## config.mk

```make
export PLATFORM = sky130hd
export DESIGN_NAME = alu_cmd_seq
export DESIGN_NICKNAME = d
export VERILOG_FILES = /design/src/rtl/alu_cmd_seq.sv
export SDC_FILE = /design/constraint.sdc
export NUM_CORES = 1
export LEC_CHECK = 0
export BUFFER_PORTS_ARGS = -buffer_cell sky130_fd_sc_hd__buf_2
export CELL_PAD_IN_SITES_DETAIL_PLACEMENT = 1
export CELL_PAD_IN_SITES_GLOBAL_PLACEMENT = 1
export CORE_MARGIN = 3
export CORE_UTILIZATION = 52
export CTS_BUF_LIST = sky130_fd_sc_hd__clkbuf_4
export CTS_CLUSTER_DIAMETER = 40
export CTS_CLUSTER_SIZE = 40
export DETAILED_ROUTE_END_ITERATION = 6
export GPL_TIMING_DRIVEN = 0
export HOLD_SLACK_MARGIN = 0.02
export MAX_ROUTING_LAYER = met4
export PLACE_DENSITY_LB_ADDON = 0.3
export SYNTH_ARGS = -nofsm -noshare
export SYNTH_HDL_FRONTEND = slang
export SYNTH_SLANG_ARGS = --single-unit
```

## constraint.sdc

```tcl
create_clock -name clk -period 3 [get_ports clk]
set_input_delay 0.45 -clock clk [delete_from_list [all_inputs] [get_ports clk]]
set_output_delay 0.45 -clock clk [all_outputs]
set_load 0.05 [all_outputs]
```

## src/rtl/alu_cmd_seq.sv

```systemverilog
// rtl/alu_cmd_seq.sv - command FIFO, credit-limited issue and response buffer around a 1-cycle registered ALU
// Define ALU_CMD_ILLEGAL_CHK_EN to flag opcode 3'b111 on rsp_err.
module alu_cmd_seq #(
  parameter int CMD_DEPTH = 4,
  parameter int RSP_DEPTH = 4
) (
  input  logic        clk,
  input  logic        res,
  input  logic        cmd_valid,
  output logic        cmd_ready,
  input  logic [7:0]  cmd_a,
  input  logic [7:0]  cmd_b,
  input  logic [2:0]  cmd_op,
  output logic [7:0]  alu_a,
  output logic [7:0]  alu_b,
  output logic [11:0] alu_oper,
  input  logic [7:0]  alu_sum,
  input  logic        alu_c_out,
  output logic        rsp_valid,
  input  logic        rsp_ready,
  output logic [7:0]  rsp_sum,
  output logic        rsp_c_out,
  output logic        rsp_err
);
  localparam int CAW = $clog2(CMD_DEPTH);
  localparam int RAW = $clog2(RSP_DEPTH);

  logic [18:0]    cmd_mem_q [CMD_DEPTH];
  logic [CAW-1:0] cmd_wr_q, cmd_wr_d, cmd_rd_q, cmd_rd_d;
  logic [CAW:0]   cmd_cnt_q, cmd_cnt_d;

  logic [9:0]     rsp_mem_q [RSP_DEPTH];
  logic [RAW-1:0] rsp_wr_q, rsp_wr_d, rsp_rd_q, rsp_rd_d;
  logic [RAW:0]   rsp_cnt_q, rsp_cnt_d;

  logic           s1_q, s2_q, err1_q, err2_q;
  logic [7:0]     alu_a_q, alu_a_d, alu_b_q, alu_b_d;
  logic [2:0]     alu_op_q, alu_op_d;

  logic           cmd_push, issue, rsp_pop, issue_err;
  logic [18:0]    cmd_head;
  logic [9:0]     rsp_head;
  logic [RAW+1:0] credits_used;

  assign cmd_head  = cmd_mem_q[cmd_rd_q];
  assign rsp_head  = rsp_mem_q[rsp_rd_q];
  assign cmd_ready = (cmd_cnt_q != (CAW+1)'(CMD_DEPTH));
  assign cmd_push  = cmd_valid && cmd_ready;

  // Every issued command owns a response slot until popped, so the buffer can never overflow.
  assign credits_used = (RAW+2)'(s1_q) + (RAW+2)'(s2_q) + (RAW+2)'(rsp_cnt_q);
  assign issue        = (cmd_cnt_q != '0) && (credits_used < (RAW+2)'(RSP_DEPTH));

  assign rsp_valid = (rsp_cnt_q != '0);
  assign rsp_pop   = rsp_valid && rsp_ready;

`ifdef ALU_CMD_ILLEGAL_CHK_EN
  assign issue_err = (cmd_head[2:0] == 3'b111);
`else
  assign issue_err = 1'b0;
`endif

  always_comb begin
    cmd_wr_d  = cmd_wr_q + CAW'(cmd_push);
    cmd_rd_d  = cmd_rd_q + CAW'(issue);
    cmd_cnt_d = cmd_cnt_q + (CAW+1)'(cmd_push) - (CAW+1)'(issue);
    rsp_wr_d  = rsp_wr_q + RAW'(s2_q);
    rsp_rd_d  = rsp_rd_q + RAW'(rsp_pop);
    rsp_cnt_d = rsp_cnt_q + (RAW+1)'(s2_q) - (RAW+1)'(rsp_pop);
    alu_a_d   = alu_a_q;
    alu_b_d   = alu_b_q;
    alu_op_d  = alu_op_q;
    if (issue) begin
      alu_a_d  = cmd_head[18:11];
      alu_b_d  = cmd_head[10:3];
      alu_op_d = cmd_head[2:0];
    end
  end

  always_ff @(posedge clk or negedge res) begin
    if (!res) begin
      cmd_wr_q  <= '0;
      cmd_rd_q  <= '0;
      cmd_cnt_q <= '0;
      rsp_wr_q  <= '0;
      rsp_rd_q  <= '0;
      rsp_cnt_q <= '0;
      s1_q      <= 1'b0;
      s2_q      <= 1'b0;
      err1_q    <= 1'b0;
      err2_q    <= 1'b0;
      alu_a_q   <= '0;
      alu_b_q   <= '0;
      alu_op_q  <= '0;
    end else begin
      cmd_wr_q  <= cmd_wr_d;
      cmd_rd_q  <= cmd_rd_d;
      cmd_cnt_q <= cmd_cnt_d;
      rsp_wr_q  <= rsp_wr_d;
      rsp_rd_q  <= rsp_rd_d;
      rsp_cnt_q <= rsp_cnt_d;
      s1_q      <= issue;
      s2_q      <= s1_q;
      err1_q    <= issue && issue_err;
      err2_q    <= err1_q;
      alu_a_q   <= alu_a_d;
      alu_b_q   <= alu_b_d;
      alu_op_q  <= alu_op_d;
    end
  end

  // Storage arrays need no reset: reads are masked by the counts.
  always_ff @(posedge clk) begin
    if (cmd_push) cmd_mem_q[cmd_wr_q] <= {cmd_a, cmd_b, cmd_op};
    if (s2_q)     rsp_mem_q[rsp_wr_q] <= {alu_sum, alu_c_out, err2_q};
  end

  assign alu_a     = alu_a_q;
  assign alu_b     = alu_b_q;
  assign alu_oper  = {9'b0, alu_op_q};
  assign rsp_sum   = rsp_valid ? rsp_head[9:2] : 8'h00;
  assign rsp_c_out = rsp_valid & rsp_head[1];
  assign rsp_err   = rsp_valid & rsp_head[0];

endmodule

```

==> results_dict.tcl <==
set metrics [dict create \
    status "completed" \
    crit_arrival_ns 3.10 \
    area_delta_synth_final_pct 16.7 \
    hp-class "in -> reg" \
    dr_wl_met2_um 5520 \
    fin_crit_ns 2.65 \
    fin_nets 414 \
    layout-drive-gt1-share_pct 41.8 \
    end_kind "flop" \
    syn_avg_cell_area_um2 20.8 \
    tns_ns 0 \
    antenna_left 0 \
    critPathRequiredTime_ns 3.45 \
    wire_per_inst_um 19.7 \
    initial_core_util_pct 54.3 \
    drt-total-wl_um 10200 \
    timing.fmax_mhz 377 \
    grt-ovfl-total 0 \
    start_kind "flop" \
    antenna_found_initial 1 \
    grt_pass1_vias 3119 \
    ys_ff_latch 147 \
    core_area_um2 10500 \
    path_clk_slew_ns 0.12 \
    clock-root-buffer "clkbuf_4" \
    top_level_ports 72 \
    leakage_uw 0.00253 \
    final_common_cell "edfxtp_1" \
    firstDrtPassIters 4 \
    dpl.cell_count 485 \
    hold_viol_final 0 \
    syn-cell-area_um2 5680 \
    drt_iter0_markers 123 \
    yosysWarnings 0 \
    synth_cell_type_count 24 \
    ir_drop_mv 0.561 \
    place.gp.congestion 0.717 \
    yosysTopAreaCellShare_pct 59.2 \
    slew-limit-headroom_pct 25.9 \
    grt_pass1_wl_um 16400 \
    max_cap_violations 0 \
    cts_tree "yes" \
    crit-reg2reg-capture "cmd_cnt_q[2]" \
    cts-buffers-inserted 17 \
    synth_area_leaders "edfxtp_1 59%, dfrtp_1 15%, mux4_2 8.7%" \
    grt_usage_pct 18.4 \
    io_buffer_count 61 \
    clk_latency_ns 0.53 \
    grt_start_max_net_pins 36 \
    die_w_um 110 \
    htreeDepth 4 \
    drv_slew 0 \
    startpoint "rsp_cnt_q[0]" \
    final_cell_mix "112 x edfxtp_1, 63 x buf_2, 35 x dfrtp_1, 22 x mux4_2, 21 x clkbuf_4" \
    num_rows 37 \
    p_per_area_nw_per_um2 1160 \
    hpwl_um 6960 \
    final_cells 520 \
    critPathCapture "cmd_cnt_q[2]" \
    timing.rr.start "rsp_cnt_q[0]" \
    setup_viol 0 \
    worst-slew-pin-transition_ns 1.11 \
    remaining_drc_errors 0 \
    rsz0062_at_grt "no" \
    num_vias 2708 \
    die_h_um 110 \
    cts.sinks 147 \
    met1_length_um 4160 \
    yosysTopAreaCell "edfxtp_1" \
    skew_ns 0.0242 \
    die-area_um2 12200 \
    r2r_slack_ns 0.35 \
    syn_inst 273 \
    clk_path_buf_depth 2 \
    viasPerCell 5.21 \
    reg2regPathDepth 13 \
    ys_seq_area_share_pct 74.7 \
    worstSetupPathType "reg -> reg" \
    routed.top_layer "met4" \
    dr_wl_met3_um 397 \
    path_max_fanout 3 \
    period_share_pct 88.4 \
]
Yosys cell counts:
cell,count
and3_1,2
buf_4,10
inv_1,11
edfxtp_1,112
conb_1,1
xnor2_1,3
nor3b_1,3
a21oi_1,3
o211ai_1,1
buf_2,3
dfrtp_1,35
buf_6,1
clkbuf_1,4
nor2_1,2
nand2_1,4
buf_12,1
mux2_2,19
mux4_1,6
mux4_2,22
fa_1,2
ha_1,10
nor3_1,4
xor2_1,4
nor2b_1,10
worst min-delay path by stage:
stage / startpoint / end / slack, ns / cells after the start
floorplan: res / alu_a[0] / 0.15 / 0
detailed placement: s1_q / s2_q / 0.38 / 0
global route: cmd_a[5] / cmd_mem_q[3][16] / 0.08 / 1
CTS: cmd_a[5] / cmd_mem_q[3][16] / 0.08 / 1
finish: cmd_a[5] / cmd_mem_q[3][16] / 0.13 / 1
global placement: s1_q / s2_q / 0.36 / 0
metrics by stage:
stage / total power, uW / cell area, um2 / hold slack (ns) / worst slack, ns / utilization [%]
finish: 7680 / 6630 / 0.131 / 0.347 / 63.3
global route: 8140 / 6630 / 0.0790 / 0.0725 / 63.3
CTS: 7730 / 6600 / 0.0760 / 0.0359 / 63.1
detailed placement: 6370 / 6270 / 0.381 / 0.0897 / 60.0
global placement: 6150 / 6190 / 0.365 / -0.747 / 59.1
floorplan: 5510 / 5710 / 0.154 / 0.0398 / -
layout make-up:
class | instances | area, um2
Antenna cell | 1 | 2.50
Timing Repair Buffer | 69 | 390
Tap cell | 136 | 170
Inverter | 11 | 41.3
Buffer | 19 | 143
Clock inverter | 11 | 163
Clock buffer | 21 | 158
Fill cell | 954 | 3840
Multi-Input combinational cell | 105 | 1320
Sequential cell | 147 | 4240
registers in the layout (all words and copies together) (netlist names):
signal / count
cmd_wr_q: 2
rsp_wr_q: 2
alu_b: 8
alu_a: 8
cmd_cnt_q: 3
s1_q: 1
cmd_mem_q: 76
alu_op_q: 3
cmd_rd_q: 2
rsp_rd_q: 2
s2_q: 1
rsp_cnt_q: 3
rsp_mem_q: 36
where the power goes:
| part | leakage [uW] | internal [uW] | total [uW] | switching (uW) |
|---|---|---|---|---|
| Sequential | 0.00144 | 2810 | 3080 | 264 |
| Combinational | 0.000928 | 1280 | 3260 | 1980 |
| Clock | 0.000171 | 693 | 1350 | 652 |
worst max-delay path, stage by stage (launching register included):
cell and delay [ns]:
dfrtp_1 0.43, ha_1 0.31, a21oi_1 0.20, nand2_1 0.08, o211ai_1 0.13, buf_6 0.14
inv_1 0.08, ha_1 0.30, inv_1 0.06, ha_1 0.13, inv_1 0.05, fa_1 0.37
xnor2_1 0.17, xnor2_1 0.13
per-layer routing:
layer / vias up / GRT usage, %
li1: 1242 / -
met1: 1391 / 20.7
met2: 63 / 31.9
met3: 12 / 5.15
met4: 0 / 5.83
met5: - / -
cell families after synthesis:
kind of cell	count (synthesis)	synth area share [%]
buf+inv	30	3.13
flops	147	74.7
other cells	1	0.0661
compound gates	4	0.397
simple gates	25	2.47
fa+ha+maj	12	2.91
mux	47	15.3
xor+xnor	7	1.08
timing repair:
action	CTS	global route
endpoints found under the hold margin	24	0
setup buffers	0	1
hold buffers	1	0
gates resized for setup	0	3
setup endpoints to repair	0	2
Note: power is estimated with default switching activity, not from simulation.
